File: config.mk
export PLATFORM = sky130hd
export DESIGN_NAME = uart_tx_fifo
export DESIGN_NICKNAME = d
export VERILOG_FILES = /design/src/rtl/uart_tx_fifo.sv
export SDC_FILE = /design/constraint.sdc
export NUM_CORES = 1
export LEC_CHECK = 0
export ABC_AREA = 1
export BUFFER_PORTS_ARGS = -buffer_cell sky130_fd_sc_hd__clkbuf_2
export CAP_MARGIN = 20
export CORE_ASPECT_RATIO = 1.1
export CORE_MARGIN = 5
export CORE_UTILIZATION = 40
export CTS_CLUSTER_SIZE = 30
export DETAILED_ROUTE_END_ITERATION = 8
export GPL_ROUTABILITY_DRIVEN = 0
export PLACE_DENSITY = 0.67
export SYNTH_ARGS = -nofsm -noshare
export SYNTH_HDL_FRONTEND = slang
export SYNTH_SLANG_ARGS = --single-unit
File: constraint.sdc
create_clock -name clk -period 2.2 [get_ports clk]
set_input_delay 0.22 -clock clk [delete_from_list [all_inputs] [get_ports clk]]
set_output_delay 0.22 -clock clk [all_outputs]
set_load 0.005 [all_outputs]
File: src/rtl/uart_tx_fifo.sv
// 8N1 UART transmitter fed by a small circular byte FIFO.
// A queued byte starts its frame one cycle after it is written; frames run back to back.
module uart_tx_fifo #(
    parameter int CLK_PER_BIT = 868,
    parameter int FIFO_DEPTH  = 4
) (
    input  logic       clk,
    input  logic       rst,
    input  logic [7:0] data,
    input  logic       new_data,
    input  logic       block,
    output logic       busy,
    output logic       idle,
    output logic       tx
);
    localparam int CNT_W = (CLK_PER_BIT > 1) ? $clog2(CLK_PER_BIT) : 1;
    localparam int PTR_W = $clog2(FIFO_DEPTH);
    localparam logic [CNT_W-1:0] CNT_LAST = CNT_W'(CLK_PER_BIT - 1);
    localparam logic [PTR_W:0]   CNT_FULL = (PTR_W + 1)'(FIFO_DEPTH);

    typedef enum logic [1:0] {IDLE, START, DATA, STOP} state_t;

    logic [7:0]       mem_q [FIFO_DEPTH];
    logic [PTR_W-1:0] wr_ptr_q, wr_ptr_d;
    logic [PTR_W-1:0] rd_ptr_q, rd_ptr_d;
    logic [PTR_W:0]   count_q, count_d;

    state_t           state_q;
    logic [CNT_W-1:0] cnt_q;
    logic [2:0]       bit_idx_q;
    logic [7:0]       shift_q;
    logic             tx_q;

    logic push, pop, bit_end, can_start;

    // busy reflects the count before the edge, so a write while full is dropped even if a pop coincides
    assign busy      = (count_q == CNT_FULL);
    assign idle      = (state_q == IDLE) && (count_q == '0);
    assign tx        = tx_q;
    assign push      = new_data && !busy && !rst;
    assign bit_end   = (cnt_q == CNT_LAST);
    assign can_start = (count_q != '0) && !block;
    assign pop       = can_start && ((state_q == IDLE) || ((state_q == STOP) && bit_end));

    always_comb begin
        wr_ptr_d = wr_ptr_q;
        rd_ptr_d = rd_ptr_q;
        count_d  = count_q;
        if (push) wr_ptr_d = wr_ptr_q + PTR_W'(1);
        if (pop)  rd_ptr_d = rd_ptr_q + PTR_W'(1);
        case ({push, pop})
            2'b10:   count_d = count_q + (PTR_W + 1)'(1);
            2'b01:   count_d = count_q - (PTR_W + 1)'(1);
            default: count_d = count_q;
        endcase
    end

    // Storage is read asynchronously so a byte written at one edge can be popped at the next
    always_ff @(posedge clk) begin
        if (push) mem_q[wr_ptr_q] <= data;
    end

    always_ff @(posedge clk) begin
        if (rst) begin
            wr_ptr_q <= '0;
            rd_ptr_q <= '0;
            count_q  <= '0;
        end else begin
            wr_ptr_q <= wr_ptr_d;
            rd_ptr_q <= rd_ptr_d;
            count_q  <= count_d;
        end
    end

    always_ff @(posedge clk) begin
        if (rst) begin
            state_q   <= IDLE;
            cnt_q     <= '0;
            bit_idx_q <= '0;
            shift_q   <= '0;
            tx_q      <= 1'b1;
        end else begin
            case (state_q)
                IDLE: begin
                    cnt_q <= '0;
                    if (pop) begin
                        state_q <= START;
                        shift_q <= mem_q[rd_ptr_q];
                        tx_q    <= 1'b0;
                    end
                end
                START: begin
                    if (bit_end) begin
                        state_q   <= DATA;
                        cnt_q     <= '0;
                        bit_idx_q <= '0;
                        tx_q      <= shift_q[0];
                        shift_q   <= {1'b0, shift_q[7:1]};
                    end else begin
                        cnt_q <= cnt_q + CNT_W'(1);
                    end
                end
                DATA: begin
                    if (bit_end) begin
                        cnt_q <= '0;
                        if (bit_idx_q == 3'd7) begin
                            state_q <= STOP;
                            tx_q    <= 1'b1;
                        end else begin
                            bit_idx_q <= bit_idx_q + 3'd1;
                            tx_q      <= shift_q[0];
                            shift_q   <= {1'b0, shift_q[7:1]};
                        end
                    end else begin
                        cnt_q <= cnt_q + CNT_W'(1);
                    end
                end
                STOP: begin
                    if (bit_end) begin
                        cnt_q <= '0;
                        if (pop) begin
                            state_q <= START;
                            shift_q <= mem_q[rd_ptr_q];
                            tx_q    <= 1'b0;
                        end else begin
                            state_q <= IDLE;
                            tx_q    <= 1'b1;
                        end
                    end else begin
                        cnt_q <= cnt_q + CNT_W'(1);
                    end
                end
                default: begin
                    state_q <= IDLE;
                    tx_q    <= 1'b1;
                end
            endcase
        end
    end
endmodule

==> metrics.txt <==
Clk network pwr share=between 20% and 30%; I/O pin total=15; hold path start=data[6]; CP max-delay cell=dfxtp_4; DRC Markers=0; Area contributors post-synth=edfxtp_1 33%, dfxtp_1 22%, nor2_1 7.6%, nand2_1 6.6%, ha_1 5.5%; Mapped Nets=352; Post-Route WL=5310 um; #FFs+latches synth=65; Antenna diodes=0; part of the cycle the worst path needs=92.1%; CTS Hold Bufs=0; antenna violations before repair=0; R2R Setup Slk=170 ps; Starting Density=between 40% and 50%; CP Buf/Inv Count=2; RSZ-0062 raised after global routing=no; switch share=35.0%; vias in the first global route=2067; Worst Tran Pin Value=roughly 500 ps; largest net degree at the start of global routing=19; total negative slack=0 ps; Synth top area share=32.5%; FP Rows=32; ANT nets after route=0; CP max FO=3; Levels on crit path=14; Initial DRC Count=87; TritonCTS Buffers=9; Setup crit end kind=flip-flop; area delta synth->final=17.0%; count leader, synth=nor2_1; DP HPWL=roughly 3700 um; I/O Buffers=14; peak supply drop=~0.60 mV; Post-Syn Area per Cell=9.06 sq um; core area=0.00709 sq mm; Final Hold Vio Count=0; Final Critical Period=2030 ps; Synth Area in Compound Gates=10.2%; worst min-delay path class=in2reg; Synth Area in XOR/XNOR=0.593%; power per cell area=between 1000 and 1500 mW/mm^2; Clock Tree Buf Depth=2; CTS tree=done; Max Fclk=494 MHz; gr usage total=12.9%; Sw Pwr=approximately 0.0015 W; Max Slew Vio Count=0; Chip Height=100 um; Pint=0.00283 W; cell area after synthesis=0.00295 sq mm; H-tree depth reported by CTS=3; post-CTS setup buffers=0; via count=2125; worst path cell trace=ha_4 -> nand2_1 -> nor2_1 -> nand3_1 -> nand2_2 -> nand2_2 -> inv_2 -> ha_4 -> inv_4 -> fa_2 -> a21oi_2 -> o21ai_2 -> o21ai_1 -> a21oi_1; Reg2Reg Depth=14; largest family of logic cells by synthesized area=simple AND/OR/NAND/NOR gates; Reg-to-Reg Start=cnt_q[0]; Max stage delay on crit path=between 300 and 400 ps; Worst-path clk slew=70 ps; run status=finished, final reports clean; Flop pwr share=a little over a third; Final nets=about 380; final setup fails=0; Synth Area in Simple Gates=about a fifth; cell accounting for the most synthesized area=edfxtp_1; first-pass GRT wire length=9230 um; Netlist cell types=30; Worst Setup Start Kind=flip-flop; CP startpoint=cnt_q[0]; Cells after Synth=around 330; Yosys warning count=0; most used flip-flop cell after synthesis=dfxtp_1; kind of critical path=reg2reg; maxcap violations=0; crit path DAT=2250 ps; final hold slack=97.6 ps; ratio of cells with drive above 1 in the final layout=17.1%; CP required=2420 ps; drt first pass iters=4; static leakage=1.43 nW; worst skew pair latency=between 300 and 400 ps; mux cell area share after synthesis=2.37%; crit path capture=count_q[2]; Synth Area in Adders=6.18%; CTS Root Cell=clkbuf_8; Logic pwr share=36.1%; Worst Skew=8.93 ps; Filler cells=651; post-route cell area=0.00346 sq mm; Crit path max-delay family=adder cells; Post-synth EDFFs=32; die area=slightly above 0.009 sq mm; DP Area=0.00315 sq mm; reg2reg end=count_q[2]; synth cell count leaders=60 x nor2_1, 52 x nand2_1, 33 x dfxtp_1; post-CTS sizing=0; Async SR Flop Fraction=0%; Sink Count=65; die width=91.9 um; Seq/Total Area, Yosys=54.9%; Avg WL per Cell=12.0 um; Vias/cell=slightly below 5; grt ovf=0; max_slew headroom=66.6%
==> per-layer routing <==
layer,GRT usage (%),share of wire (%),up-vias
met5,0,0,-
met4,7.89,1.9,0
met1,14.5,45,963
met3,2.77,2.8,7
li1,-,-,1132
met2,22.2,50,23
==> worst min path at each step <==
stage / end / slack (ps) / cells after the start
2_1_floorplan: state_q[0] / 290 / 1
3_3_place_gp: cnt_q[0] / 430 / 1
3_5_place_dp: mem_q[2][6] / 440 / 1
4_1_cts: mem_q[1][6] / 70 / 1
5_1_grt: mem_q[2][6] / 70 / 1
6_report: mem_q[1][6] / 100 / 1
==> through the flow <==
| step | worst slack, ps | cells | util [%] | total power [W] |
|---|---|---|---|---|
| 2_1_floorplan | 116 | 326 | - | 0.00279 |
| 3_3_place_gp | 104 | 426 | 44.5 | 0.00308 |
| 3_5_place_dp | 39.4 | 426 | 44.5 | 0.00310 |
| 4_1_cts | 20.3 | 442 | 47.9 | 0.00434 |
| 5_1_grt | 9.20 | 442 | 48.8 | 0.00470 |
| 6_report | 175 | 442 | 48.8 | 0.00435 |
==> registers in the layout, indices dropped and copies added, names as in the netlist, named ones only <==
register and count:
mem_q 32, cnt_q 10, shift_q 8, bit_idx_q 3
count_q 3, rd_ptr_q 2, state_q 2, wr_ptr_q 2
tx 1
==> power by group through the flow <==
| stage | sequential (W) | clock [W] | combinational [W] |
|---|---|---|---|
| 3_5_place_dp | 0.00158 | 0 | 0.00152 |
| 4_1_cts | 0.00156 | 0.00125 | 0.00153 |
| 2_1_floorplan | 0.00156 | 0 | 0.00124 |
| 3_3_place_gp | 0.00158 | 0 | 0.00150 |
| 5_1_grt | 0.00159 | 0.00130 | 0.00181 |
| 6_report | 0.00157 | 0.00121 | 0.00157 |
==> worst reg2reg max path, cell delays in order, from the launching register on <==
cell and delay, ps:
dfxtp_4 370, ha_4 140, nand2_1 60, nor2_1 100, nand3_1 90, nand2_2 90
nand2_2 60, inv_2 70, ha_4 140, inv_4 40, fa_2 370, a21oi_2 140
o21ai_2 70, o21ai_1 140, a21oi_1 50
==> area by class of cell <==
cell class	count	area, sq um	area share (%)
well taps	85	106	3.08
inverters	34	130	3.76
flip-flops and latches	65	1630	47.1
clock buffers	9	124	3.58
multi-input cells	219	1210	35.1
clock inverters	7	119	3.44
repair buffers	23	138	3.98
==> placed cells by master, fill, tap and decap left out, drive strengths merged, types with 4 or more instances in the layout <==
cell,count
clkbuf,23
inv,33
dfxtp,33
edfxtp,32
mux2i,7
nor3,4
o21ai,24
nand2,52
ha,13
nand3,19
buf,9
a21oi,25
nor2,62
==> cell families (layout without fill, tap and decap cells) <==
logic type	after synthesis	count (layout)
adder cells (fa/ha/maj)	14	14
multiplexers	7	7
buffers and inverters	42	73
AO/OA/AOI/OAI	54	54
flip-flops	65	65
XOR/XNOR	2	2
AND/OR/NAND/NOR	142	142
(Power assumes the default switching activity.)
